--- src/rtl/gcode_char_fetcher_if.sv ---
// Byte-FIFO read port plus subparser read handshake for the G-code character fetcher.
// The master modport is the fetcher; slave is the FIFO/subparser side.
interface gcode_char_fetcher_if;
  logic [7:0] fifo_data;
  logic       fifo_empty;
  logic       fifo_rd_en;
  logic       rd_trigger;
  logic       rd_done;
  logic       rd_rdy;
  logic       is_empty;
  logic [7:0] char_out;

  modport master (
    input  fifo_data, fifo_empty, rd_trigger,
    output fifo_rd_en, rd_done, rd_rdy, is_empty, char_out
  );

  modport slave (
    output fifo_data, fifo_empty, rd_trigger,
    input  fifo_rd_en, rd_done, rd_rdy, is_empty, char_out
  );
endinterface

--- src/rtl/gcode_char_fetcher.sv ---
// Pops raw bytes from the receive FIFO, drops comments and CRs, folds case, and
// hands one meaningful character per rd_trigger to the subparsers.
module gcode_char_fetcher #(
  parameter bit STRIP_COMMENTS = 1'b1,
  parameter bit CASE_FOLD      = 1'b1
) (
  input  logic                  clk,
  input  logic                  reset,
  input  logic                  clk_en,
  gcode_char_fetcher_if.master  bus
);

  typedef enum logic [2:0] {
    S_IDLE,
    S_READ,
    S_WAIT,
    S_FILTER,
    S_DONE
  } state_t;

  localparam logic [7:0] C_CR    = 8'h0D;
  localparam logic [7:0] C_LF    = 8'h0A;
  localparam logic [7:0] C_SEMI  = 8'h3B;
  localparam logic [7:0] C_LPAR  = 8'h28;
  localparam logic [7:0] C_RPAR  = 8'h29;

  state_t     r_state;
  logic [7:0] r_raw;
  logic [7:0] r_char;
  logic       r_in_line;
  logic       r_in_paren;
  logic [7:0] w_folded;
  logic       w_is_lower;

  assign w_is_lower = (r_raw >= 8'h61) && (r_raw <= 8'h7A);
  assign w_folded   = (CASE_FOLD && w_is_lower) ? (r_raw - 8'h20) : r_raw;

  always_ff @(posedge clk or posedge reset) begin
    if (reset) begin
      r_state    <= S_IDLE;
      r_raw      <= 8'h00;
      r_char     <= 8'h00;
      r_in_line  <= 1'b0;
      r_in_paren <= 1'b0;
    end else if (clk_en) begin
      case (r_state)
        S_IDLE:   if (bus.rd_trigger) r_state <= S_READ;
        S_READ:   if (!bus.fifo_empty) r_state <= S_WAIT;
        S_WAIT: begin
          r_raw   <= bus.fifo_data;
          r_state <= S_FILTER;
        end
        S_FILTER: begin
          // Rule order matters: a newline always closes any open comment.
          if (r_raw == C_CR) begin
            r_state <= S_READ;
          end else if (r_raw == C_LF) begin
            r_in_line  <= 1'b0;
            r_in_paren <= 1'b0;
            r_char     <= w_folded;
            r_state    <= S_DONE;
          end else if (STRIP_COMMENTS && r_in_line) begin
            r_state <= S_READ;
          end else if (STRIP_COMMENTS && r_in_paren) begin
            if (r_raw == C_RPAR) r_in_paren <= 1'b0;
            r_state <= S_READ;
          end else if (STRIP_COMMENTS && (r_raw == C_SEMI)) begin
            r_in_line <= 1'b1;
            r_state   <= S_READ;
          end else if (STRIP_COMMENTS && (r_raw == C_LPAR)) begin
            r_in_paren <= 1'b1;
            r_state    <= S_READ;
          end else begin
            r_char  <= w_folded;
            r_state <= S_DONE;
          end
        end
        S_DONE:   r_state <= S_IDLE;
        default:  r_state <= S_IDLE;
      endcase
    end
  end

  // Gating the pop with clk_en keeps FIFO and fetcher in lockstep while frozen.
  assign bus.fifo_rd_en = (r_state == S_READ) && clk_en && !bus.fifo_empty;
  assign bus.rd_done    = (r_state == S_DONE);
  assign bus.rd_rdy     = (r_state == S_IDLE);
  assign bus.is_empty   = bus.fifo_empty;
  assign bus.char_out   = r_char;

endmodule

--- src/flat_wrapper.sv ---
// flat-port wrapper written by rule: the top's interface ports become plain ports
module gcode_char_fetcher_flat 
#(
  parameter bit STRIP_COMMENTS = 1'b1,
  parameter bit CASE_FOLD      = 1'b1
)
  (clk, reset, clk_en, bus_fifo_data, bus_fifo_empty, bus_rd_trigger, bus_fifo_rd_en, bus_rd_done, bus_rd_rdy, bus_is_empty, bus_char_out);
  gcode_char_fetcher_if bus_i ();
  input  logic clk;
  input  logic reset;
  input  logic clk_en;
  input wire logic [$bits(bus_i.fifo_data)-1:0] bus_fifo_data;
  input wire logic [$bits(bus_i.fifo_empty)-1:0] bus_fifo_empty;
  input wire logic [$bits(bus_i.rd_trigger)-1:0] bus_rd_trigger;
  output wire logic [$bits(bus_i.fifo_rd_en)-1:0] bus_fifo_rd_en;
  output wire logic [$bits(bus_i.rd_done)-1:0] bus_rd_done;
  output wire logic [$bits(bus_i.rd_rdy)-1:0] bus_rd_rdy;
  output wire logic [$bits(bus_i.is_empty)-1:0] bus_is_empty;
  output wire logic [$bits(bus_i.char_out)-1:0] bus_char_out;
  assign bus_i.fifo_data = bus_fifo_data;
  assign bus_i.fifo_empty = bus_fifo_empty;
  assign bus_i.rd_trigger = bus_rd_trigger;
  assign bus_fifo_rd_en = bus_i.fifo_rd_en;
  assign bus_rd_done = bus_i.rd_done;
  assign bus_rd_rdy = bus_i.rd_rdy;
  assign bus_is_empty = bus_i.is_empty;
  assign bus_char_out = bus_i.char_out;
  gcode_char_fetcher #(.STRIP_COMMENTS(STRIP_COMMENTS), .CASE_FOLD(CASE_FOLD)) u_core (.clk(clk), .reset(reset), .clk_en(clk_en), .bus(bus_i));
endmodule
--- config.mk ---
export PLATFORM = sky130hd
export DESIGN_NAME = gcode_char_fetcher_flat
export DESIGN_NICKNAME = d
export VERILOG_FILES = /design/src/rtl/gcode_char_fetcher_if.sv /design/src/rtl/gcode_char_fetcher.sv /design/src/flat_wrapper.sv
export SDC_FILE = /design/constraint.sdc
export NUM_CORES = 1
export LEC_CHECK = 0
export CAP_MARGIN = 15
export CORE_UTILIZATION = 40
export CTS_CLUSTER_DIAMETER = 50
export DETAILED_ROUTE_END_ITERATION = 16
export PLACE_DENSITY = 0.78
export SLEW_MARGIN = 20
export SYNTH_ARGS = -nofsm -noshare
export SYNTH_HDL_FRONTEND = slang
export SYNTH_SLANG_ARGS = --single-unit
--- constraint.sdc ---
create_clock -name clk -period 2.5 [get_ports clk]
set_input_delay 0.375 -clock clk [delete_from_list [all_inputs] [get_ports clk]]
set_output_delay 0.375 -clock clk [all_outputs]
set_load 0.05 [all_outputs]
==> reports/results.txt <==
Post-CTS Hold Buffers = 0
worst hold slack = 0.509 ns
Compound-Gate Fraction of Synth Area = 0.187
metal3 WL = 92 um
GRT overflow = 0
H-tree depth = 1
RSZ-0062 raised after global routing = false
Chip Width = 54.8 um
Synth Instances = 106
net count after synthesis = 120
GRT Util Overall = 0.177
power per cell area = 1260 nW/um2
Initial Util = 0.435
layout cell share with drive strength beyond 1 = 0.122
CTS tree = yes
Worst Tran Pin Value = 0.802 ns
row cnt = 18
Max VDD drop = 0.932 mV
Hold Crit Class = flip-flop to flip-flop
R2R Setup Slk = 0.25 ns
DIE HEIGHT = 54.8 um
Final min period = 2.25 ns
Hold Path Depth = 1
Required @ worst endpoint = 2.70 ns
WS Path Type = flip-flop to flip-flop
Slew Viols, Final = 0
WL/cell = 13.9 um
Max Freq = 444 MHz
clk slew on worst S/H paths = 0.12 ns
clock sinks = 21
Buffers on Ports = 24
n_diodes = 0
post-cts resize count = 0
WP data arrival = 2.45 ns
gp weighted congestion = 0.912
area share of the largest cell type after synthesis = 0.471
DR vias/cell = 5.48
Cell Area, Synth = 1120 um2
largest net degree at the start of global routing = 22
vias in the first global route = 848
post-DP HPWL = 1.68 mm
Final Core Density = 0.553
share of flip-flops with an asynchronous set or reset = 1.00
Rel. slew slack = 0.465
max cap viols = 0
Max Root-Sink Buffers = 2
CTS buffer count = 3
Worst Hold Launch = u_core.bus.char_out[5]
post-CTS setup buffers = 0
worst-path maximum fanout = 7
post-synthesis sequential area ratio = 0.471
Worst-Skew Late Latency = 0.30 ns
most frequent cells after synthesis = 21 x dfrtp_1, 10 x o21ai_0, 9 x inv_1, 9 x nand2_1
Final Hold Viols = 0
DR DRC count = 0
top cells by area, synth = dfrtp_1 47%, mux2_2 5.0%, o21ai_0 4.5%
die area = 3010 um2
# IOs = 25
Lkg Pwr = 0.592 nW
outcome = completed
highest metal used = met4
most common cell in the netlist = dfrtp_1
cell total after placement = 157
clock skew = 0.00190 ns
Synth Area in Adders = 0.0112
Post-synth EDFFs = 0
post-place instance area = 1390 um2
Core Area = 2570 um2
DR pass1 iterations = 4
final period utilization = 0.900
# nets final = 146
Setup crit start kind = flip-flop
WHS Endpoint = u_core.bus.char_out[5]
YS warnings = 0
Netlist cell types = 32
post-synthesis xor/xnor area fraction = 0
Fin Setup TNS = 0 ns
root buffer cell = clkbuf_4
Worst R2R Start = u_core.r_raw[7]
area leader, netlist = dfrtp_1
fin area = 1420 um2
Antenna Nets Post-Route = 0
Simple-Gate Fraction of Synth Area = 0.183
fillers = 255
number of synthesized register bits = 21
syn avg cell area = 10.5 um2
reg2reg end = u_core.bus.char_out[3]
critical path capture point type = flip-flop
WL met2 = 1.01 mm
first-pass GRT wire length = 3.71 mm
Layout area overhead = 27.1%
Setup Viol. Count Final = 0
vias post-DR = 882
sum of routed wire segments on met1 = 1.12 mm
main flop type after synthesis = dfrtp_1
mux contribution to synthesized area = 0.0998
initial antenna violation count = 0
Final Non-Filler Cells = 161
Routed Wire Length = 2.23 mm
initial drt markers = 16
main combinational cell family by area after synthesis = compound AO/OA/AOI/OAI gates
R2R depth = 5
worst max-delay path, stage by stage, from the launching register on:
cell and delay (ns):
dfrtp_1 0.44, or4b_1 0.67, o41ai_4 0.32, nand3_4 0.18, nor2_8 0.18, mux2_2 0.35
report_power, final:
group	internal [mW]	switching [mW]	total, mW
registers	0.492	0.200	0.692
logic	0.369	0.561	0.929
clock network	0.0595	0.101	0.160
total	0.920	0.861	1.78
sequential cells by signal, summed over array words and instances, names as in the netlist:
name,count
u_core.r_in_line,1
u_core.r_in_paren,1
u_core.bus.char_out,8
u_core.r_state,3
u_core.r_raw,8
placed cells by master (no fill, tap or decap), types with 2 or more instances in the layout:
| master | netlist | layout |
|---|---|---|
| nor3_1 | 4 | 4 |
| a41oi_1 | 2 | 2 |
| nand2_1 | 9 | 9 |
| nand3_1 | 2 | 2 |
| nor2_1 | 4 | 4 |
| a21o_1 | 2 | 2 |
| dfrtp_1 | 21 | 21 |
| clkdlybuf4s50_1 | 0 | 23 |
| o21ai_0 | 10 | 10 |
| inv_1 | 9 | 9 |
| o41ai_1 | 3 | 3 |
| nor2b_1 | 4 | 4 |
| or3_1 | 2 | 2 |
| mux2_2 | 5 | 5 |
| and3_1 | 3 | 3 |
| clkbuf_4 | 0 | 3 |
| a31oi_1 | 5 | 5 |
| mux2_1 | 4 | 4 |
final cells by class:
type,count,area (um2),area share
multi-input combinational,72,537,0.378
sequential,21,526,0.370
timing repair buffer,25,258,0.182
tap,30,37.5,0.0265
inverter,9,33.8,0.0238
clock buffer,3,22.5,0.0159
clock inverter,1,5.00,0.00353
logic make-up after synthesis:
logic type / after synthesis
AOI/OAI and AO/OA: 28
muxes: 10
and+or+nand+nor: 33
DFF: 21
buffers and inverters: 13
adders and majority gates: 1
worst max path at each step:
stage / from / endpoint / slack [ns]
floorplan: u_core.r_raw[7] / u_core.bus.char_out[2] / 0.41
global placement: clk_en / u_core.bus.char_out[2] / 0.31
detailed placement: u_core.r_raw[7] / u_core.bus.char_out[3] / 0.26
CTS: u_core.r_raw[7] / u_core.bus.char_out[3] / 0.25
global route: u_core.r_raw[2] / u_core.bus.char_out[3] / 0.16
finish: u_core.r_raw[7] / u_core.bus.char_out[3] / 0.25
metal layers:
| layer | GRT usage | vias up |
|---|---|---|
| met5 | 0 | - |
| met4 | 0.0684 | 0 |
| met3 | 0.0417 | 2 |
| met2 | 0.269 | 20 |
| met1 | 0.242 | 421 |
| li1 | - | 439 |
metrics by stage:
stage,setup WS (ns),total power [mW]
final,0.249,1.78
after global routing,0.159,1.91
after CTS,0.249,1.79
after detailed placement,0.259,1.63
after global placement,0.310,1.60
after floorplan,0.407,1.32
Power figures use the tool's default switching activity.
